[config.mk]
export PLATFORM = sky130hd
export DESIGN_NAME = ped_signal_ctrl
export DESIGN_NICKNAME = d
export VERILOG_FILES = /design/src/rtl/ped_signal_ctrl.sv
export SDC_FILE = /design/constraint.sdc
export NUM_CORES = 1
export LEC_CHECK = 0
export BUFFER_PORTS_ARGS = -buffer_cell sky130_fd_sc_hd__buf_4
export CAP_MARGIN = 15
export CORE_UTILIZATION = 35
export DETAILED_ROUTE_END_ITERATION = 12
export PLACE_DENSITY_LB_ADDON = 0.12
export SLEW_MARGIN = 20
export SYNTH_ARGS = -nofsm -noshare
export SYNTH_HDL_FRONTEND = slang
export SYNTH_SLANG_ARGS = --single-unit
[constraint.sdc]
create_clock -name clk -period 2.4 [get_ports clk]
set_clock_uncertainty 0.05 [all_clocks]
set_input_delay 0.12 -clock clk [delete_from_list [all_inputs] [get_ports clk]]
set_output_delay 0.12 -clock clk [all_outputs]
set_load 0.01 [all_outputs]
[src/rtl/ped_signal_ctrl.sv]
// Pedestrian crossing controller: follows the one-hot vehicle semaphore state,
// serves latched button requests at vehicle RED entry, and latches a fault on illegal codes.
module ped_signal_ctrl #(
  parameter int WALK_CYCLES  = 30,
  parameter int FLASH_CYCLES = 12,
  parameter int FLASH_HALF   = 2,
  parameter int CNT_W        = 7
) (
  input  logic             clk,
  input  logic             reset,
  input  logic [4:0]       state_in,
  input  logic             ped_button,
  output logic             walk,
  output logic             dont_walk,
  output logic             ped_wait,
  output logic [CNT_W-1:0] countdown,
  output logic             ped_abort,
  output logic             fault
);

  localparam logic [4:0] VS_OFF    = 5'b00001;
  localparam logic [4:0] VS_RED    = 5'b00010;
  localparam logic [4:0] VS_RED_YE = 5'b00100;
  localparam logic [4:0] VS_GREEN  = 5'b01000;
  localparam logic [4:0] VS_YELLOW = 5'b10000;

  localparam int              BW         = (FLASH_HALF > 1) ? $clog2(FLASH_HALF) : 1;
  localparam logic [BW-1:0]   BLINK_LAST = BW'(FLASH_HALF - 1);

  typedef enum logic [2:0] {
    ST_DARK, ST_DONT_WALK, ST_WALK, ST_FLASH, ST_FAULT
  } ped_state_e;

  ped_state_e        state_q, state_d;
  logic [CNT_W-1:0]  timer_q, timer_d;
  logic [BW-1:0]     bcnt_q, bcnt_d;
  logic              blink_q, blink_d;
  logic              req_q, req_d;
  logic              abort_q, abort_d;
  logic [4:0]        prev_state_q;
  logic              btn_q;
  logic              illegal_q;

  logic legal, press, red_entry, fault_trig;

  assign legal = (state_in == VS_OFF) || (state_in == VS_RED) || (state_in == VS_RED_YE) ||
                 (state_in == VS_GREEN) || (state_in == VS_YELLOW);
  assign press      = ped_button & ~btn_q;
  assign red_entry  = (state_in == VS_RED) && (prev_state_q != VS_RED);
  assign fault_trig = ~legal & illegal_q;

  // NOTE: every register here, including the edge-detect history, takes the async reset;
  // a missed reset on prev_state_q would fake a RED entry right after power-up.
  always_ff @(posedge clk or negedge reset) begin
    if (!reset) begin
      state_q      <= ST_DARK;
      timer_q      <= '0;
      bcnt_q       <= '0;
      blink_q      <= 1'b1;
      req_q        <= 1'b0;
      abort_q      <= 1'b0;
      prev_state_q <= VS_OFF;
      btn_q        <= 1'b0;
      illegal_q    <= 1'b0;
    end else begin
      // NOTE: non-blocking assignments so all registers update from the same pre-edge values.
      state_q      <= state_d;
      timer_q      <= timer_d;
      bcnt_q       <= bcnt_d;
      blink_q      <= blink_d;
      req_q        <= req_d;
      abort_q      <= abort_d;
      prev_state_q <= state_in;
      btn_q        <= ped_button;
      illegal_q    <= ~legal;
    end
  end

  always_comb begin
    // NOTE: defaults first so every path assigns every signal and no latch is inferred.
    state_d = state_q;
    timer_d = timer_q;
    bcnt_d  = bcnt_q;
    blink_d = blink_q;
    req_d   = req_q;
    abort_d = 1'b0;

    // Blink phase runs while flashing or faulted; transitions below may re-seed it.
    if (state_q == ST_FLASH || state_q == ST_FAULT) begin
      if (bcnt_q == BLINK_LAST) begin
        bcnt_d  = '0;
        blink_d = ~blink_q;
      end else begin
        bcnt_d = bcnt_q + BW'(1);
      end
    end
    if ((state_q == ST_WALK || state_q == ST_FLASH) && timer_q != '0)
      timer_d = timer_q - CNT_W'(1);
    if (state_q == ST_DONT_WALK && press)
      req_d = 1'b1;

    if (fault_trig && state_q != ST_FAULT) begin
      state_d = ST_FAULT;
      timer_d = '0;
      req_d   = 1'b0;
      blink_d = 1'b1;
      bcnt_d  = '0;
    end else begin
      case (state_q)
        ST_DARK: begin
          if (legal && state_in != VS_OFF) state_d = ST_DONT_WALK;
        end
        ST_DONT_WALK: begin
          if (state_in == VS_OFF) begin
            state_d = ST_DARK;
            req_d   = 1'b0;
          end else if (red_entry && req_q) begin
            state_d = ST_WALK;
            timer_d = CNT_W'(WALK_CYCLES - 1);
            req_d   = 1'b0;
          end
        end
        ST_WALK, ST_FLASH: begin
          if (state_in == VS_OFF) begin
            state_d = ST_DARK;
            timer_d = '0;
          end else if (legal && state_in != VS_RED) begin
            state_d = ST_DONT_WALK;
            timer_d = '0;
            abort_d = 1'b1;
          end else if (timer_q == '0) begin
            if (state_q == ST_WALK) begin
              state_d = ST_FLASH;
              timer_d = CNT_W'(FLASH_CYCLES - 1);
              blink_d = 1'b1;
              bcnt_d  = '0;
            end else begin
              state_d = ST_DONT_WALK;
            end
          end
        end
        ST_FAULT: ;
        default: state_d = ST_FAULT;
      endcase
    end
  end

  always_comb begin
    walk      = (state_q == ST_WALK);
    dont_walk = (state_q == ST_DONT_WALK) ||
                ((state_q == ST_FLASH || state_q == ST_FAULT) && blink_q);
    ped_wait  = req_q;
    ped_abort = abort_q;
    fault     = (state_q == ST_FAULT);
    case (state_q)
      ST_WALK:  countdown = timer_q + CNT_W'(FLASH_CYCLES + 1);
      ST_FLASH: countdown = timer_q + CNT_W'(1);
      default:  countdown = '0;
    endcase
  end

endmodule

Word level (Yosys, flattened, before mapping)
Cells that the tools add are included.

word-level totals
  logic and storage cells = 99
  output and inout bits = 12
  register bits = 21
  memories kept = 0
  memory bits (read-only) = 0
  bits in latches = 0
  bits in writable memories = 0

cells by class
  reductions and logical operators = 20
  div/mod/pow operators = 0
  shifts and indexed selects = 0
  $lt $le $gt $ge = 0
  mux-type cells = 44
  bitwise gates (word level) = 5
  $mul = 0
  $add $sub $neg = 4
  eq/ne operators = 17

operators by type and width
  operator                                               number
  2-to-1 mux 7 bit                                       8
  one-hot mux 7 bit (2 select lines)                     2
  2-to-1 mux 1 bit                                       25
  2-to-1 mux 3 bit                                       7
  one-hot mux 3 bit (4 select lines)                     1
  inequality test 5 x 2 -> 1 bit, second input constant  2
  logical AND 1 bit                                      8
  adder 7 x 1 -> 7 bit, second input constant            1
  adder 7 x 4 -> 7 bit, second input constant            1
  zero test 7 bit                                        1
  logical OR 1 bit                                       7
  nonzero test 7 bit                                     1
  subtractor 7 x 1 -> 7 bit, second input constant       1
  equality test 3 x 2 -> 1 bit, second input constant    2
  inequality test 3 bit, second input constant           2
  equality test 5 x 1 -> 1 bit, second input constant    1
  equality test 5 x 2 -> 1 bit, second input constant    1
  equality test 5 x 3 -> 1 bit, second input constant    1
  equality test 5 x 4 -> 1 bit, second input constant    1
  equality test 5 bit, second input constant             1
  inequality test 5 x 1 -> 1 bit, second input constant  1
  inequality test 5 bit, second input constant           1
  inequality test 4 x 2 -> 1 bit, second input constant  1
  AND reduction 4 bit                                    1
  other kinds (9)                                        12

Depth between registers and ports, before layout
  word-level depth = 10
  gate-level depth with buffers = 8

Least setup slack after synthesis
No wires, ideal clock.

  kind = reg2out
  from = register state_q[1]
  to = output countdown[6]
  slack = 0.326 ns
  data required time = 2.230 ns
  cell stages (with the launch flop) = 8
  data arrival time = 1.904 ns
  buffers on the path = 0
  cell sequence = dfrtp_1 > nor2b_1 > nand2_1 > ha_1 > a21o_1 > a21oi_1 > or3_1 > a21oi_1

between the ends
  word-level cells in the longest chain between the ends = 2

RTL lines
  what                                    line  source
  from (decl)                             34    ped_state_e state_q, state_d;
  from (signal assigned)                  67    state_q <= state_d;
  equality test 3 x 2 -> 1 bit            155   case (state_q)
  one-hot mux 7 bit (2 select lines) (*)  155
  to (decl)                               16    output logic [CNT_W-1:0] countdown,

Mark *: on every way between the ends. The rest lies on a longest branch, timed or not.

Worst setup path in the final report
  from = register state_q[2]
  to = output countdown[6]

The elaborated chain is that of the path after synthesis.

==> qor.yml <==
synth:
  synth_seq_area_share_pct: 37.98
  syn_area_um2: 1390
  syn_area_per_cell_um2: 9.329
  yosysWarnings: 0
  async_flop_share_pct: 100.0
  synth-xor-area-share_pct: 6.931
  yosysUniqueCellTypes: 47
  syn_inst: 149
  synth_compound_area_share_pct: 21.60
  synthAdderAreaFrac_pct: 4.500
  ys_ff_latch: 21
  synth_flop_cell: "dfrtp_1"
  yosys.area_share.simple_pct: 25.56
  synth_top_family_by_area: "simple AND/OR/NAND/NOR gates"
  synth_edf_count: 0
  syn-num-nets: 162
  synth_mux_area_share_pct: 0.7201
detailed_routing:
  wl_per_cell_um: 14.43
  viasPerCell: 5.372
  antenna_left: 0
  dr.pass1.iters: 4
  met3_length_um: 137
  via_count: 1214
  drc: 0
  wl_met1_um: 1647
  highest_layer: "met4"
  routed_wl_um: 3262
  drtIter0Drc: 52
  wl_met2_um: 1466
power:
  power.total_w: 0.0009037
  power_density_nw_per_um2: 519.3
  ir_worst_vdd_mv: 0.2792
  p_leak_nw: 0.7400
floorplan:
  start_util_pct: 37.13
  core_um2: 3744
  core.rowCount: 22
  ioPinCount: 20
  die_area_um2: 4228
  die_h_um: 65.02
  fp.dieW_um: 65.02
sta:
  fin_crit_ns: 2.286
  setup_tns_ns: 0
  fmax_ghz: 0.4374
  slew_headroom_pct: 62.44
  setup_viol: 0
  slew_viol_final: 0
  fin_crit_sh_pct: 95.26
  worst_pin_slew_ns: 0.5622
  hold_violations: 0
clock_tree:
  cts.sinks: 21
  cts_root_buf: "clkbuf_8"
  cts_tree: "built"
  h-tree-depth: 1
  insertion_delay_ns: 0.26
  ctsLongestPathBuffers: 2
  clk_pin_slew_ns: 0.07
  numCtsBuffers: 3
final_layout:
  fillers: 376
  final_nets: 192
  multi_input_comb_area_um2: 849.6
  drive_gt1_share_pct: 24.72
  instances_no_fill: 226
  area_delta_synth_final_pct: 25.20
  final_area_um2: 1740
  seqCellArea_um2: 530.5
  diodes: 0
setup_path:
  r2r_cells: 7
  timing.rr.start: "timer_q[1]$_DFF_PN0_"
  crit_slowest_cell: "dfrtp_2"
  end_kind: "output pin"
  crit_fanout: 8
  rrSetupSlack_ns: 0.32
  path_buf_inv: 1
  worst_ep_required_time_ns: 2.23
  worstSetupStartpointType: "register"
  worst_ep_arrival_time_ns: 2.12
  r2r-end: "timer_q[3]$_DFF_PN0_"
  max_stage_delay_ns: 0.46
  crit_chain: "nor2b_2, nand2_1, ha_4, a21o_1, a21oi_2, or3_1, a21oi_1, buf_4"
  critPathTopFamily: "simple AND/OR/NAND/NOR gates"
  criticalPathCategory: "reg -> out"
placement:
  port_buffers: 19
  gp_congestion: 0.7961
  placedCellCount: 215
  placed_area_um2: 1600
  hpwlAfterDp_um: 2437
min_path:
  hp-start: "state_in[3]"
  hp-class: "in -> reg"
  holdPathEnd: "prev_state_q[3]$_DFF_PN0_"
  holdPathStages: 1
grt:
  gr-usage-all-layers_pct: 17.15
  grt_pass1_vias: 1147
  grt_pass1_wl_um: 5630
  grt.overflow.total: 0
  grt_antenna_before_repair: 0
  grt_max_degree: 22
status:
  outcome: "complete, no violations"
job:
  drv_cap: 0
## through the flow
stage | utilization (%) | hold WS (ns) | worst slack [ns]
after floorplan | - | -0.2256 | 0.3260
after global placement | 42.75 | -0.02977 | 0.3557
after detailed placement | 42.75 | -0.03044 | 0.3096
after CTS | 45.55 | 0.003053 | 0.01718
after global routing | 46.49 | 0.01085 | -0.003757
final | 46.49 | 0.006277 | 0.1138
## state kept, by name (all words and copies together) (netlist names)
signal / count
btn_q: 1
state_q: 3
illegal_q: 1
bcnt_q: 1
timer_q: 7
blink_q: 1
ped_abort: 1
prev_state_q: 5
ped_wait: 1
## layout make-up
cell class                 count  area share (%)
tap                           48           3.451
sequential                    21           30.48
multi-input combinational    119           48.81
clock buffer                   4           2.588
timing repair buffer          30           13.80
inverter                       4          0.8627
## cell usage after synthesis (2+ instances only)
cell,n,area [um2]
dfrtp_1,19,475.5
nor2_1,18,67.56
nand2_1,10,37.54
o21ai_0,7,35.03
xor2_1,6,52.55
a21oi_1,5,25.02
a31oi_1,5,31.28
ha_1,5,62.56
xnor2_1,5,43.79
a21o_1,4,30.03
inv_1,4,15.01
nor2b_1,4,25.02
nor3_1,4,20.02
and2_1,3,18.77
and3_1,3,18.77
buf_2,3,15.01
nand2b_1,3,18.77
nor3b_1,3,22.52
a211oi_1,2,15.01
clkbuf_1,2,7.510
dfstp_2,2,52.55
nand3_1,2,10.01
nand4_1,2,12.51
nand4bb_1,2,22.52
o211ai_1,2,15.01
o21a_1,2,15.01
o31ai_1,2,15.01
## kinds of logic (layout without fill, tap and decap cells)
logic type | Yosys count | count (layout)
xor+xnor | 11 | 11
flops | 21 | 21
simple gates | 63 | 63
buf+inv | 9 | 38
compound gates | 39 | 39
mux | 1 | 1
fa+ha+maj | 5 | 5
## routing by layer
| metal | up-vias | GRT usage [%] |
|---|---|---|
| met5 | - | 0 |
| met4 | 0 | 1.630 |
| met3 | 2 | 3.169 |
| met2 | 34 | 27.21 |
| met1 | 581 | 25.00 |
| li1 | 597 | - |
## cells in the final DEF, fill, tap and decap left out, types with 3 or more instances in the layout
cell type / n
buf_4: 24
nor2_1: 18
dfrtp_1: 17
nand2_1: 10
xor2_1: 6
o21ai_0: 6
dlygate4sd3_1: 6
xnor2_1: 5
nor3_1: 4
a21o_1: 4
a31oi_1: 4
inv_1: 4
a21oi_1: 4
ha_1: 4
and3_1: 3
nor3b_1: 3
and2_1: 3
nor2b_1: 3
nand2b_1: 3
clkbuf_8: 3
## worst max-delay path by stage
stage                      startpoint  cells after the start  slack [ns]                    to
4_1_cts        state_q[1]$_DFFE_PN0P_                      9        0.02          countdown[5]
3_3_place_gp     timer_q[1]$_DFF_PN0_                      7        0.36  timer_q[3]$_DFF_PN0_
6_report       state_q[2]$_DFFE_PN0P_                      8        0.11          countdown[6]
5_1_grt        state_q[2]$_DFFE_PN0P_                      8      -0.004          countdown[6]
3_5_place_dp   state_q[1]$_DFFE_PN0P_                      9        0.31          countdown[5]
2_1_floorplan  state_q[1]$_DFFE_PN0P_                      7        0.33          countdown[6]
## what timing repair did
| item | CTS | global route |
|---|---|---|
| endpoints found under the setup margin | 0 | 3 |
| hold endpoints to repair | 26 | 0 |
| hold buffers | 6 | 0 |
| gates resized for setup | 0 | 7 |
| buffers inserted | 0 | 1 |
## power breakdown
group          internal, W  leakage [nW]  switching (W)  total, W
clock network     0.000118        0.0228       0.000115  0.000233
logic             0.000116         0.466       0.000117  0.000233
registers         0.000398         0.252      0.0000402  0.000438
## worst register-to-register path: stages (launching register included)
cell and delay (ns):
dfrtp_1 0.45, inv_1 0.13, ha_1 0.19, nor3b_2 0.37, and2_1 0.22, nand4_1 0.19
a22o_1 0.27, a21oi_2 0.13
No activity file was read; power rests on OpenSTA's default activity.
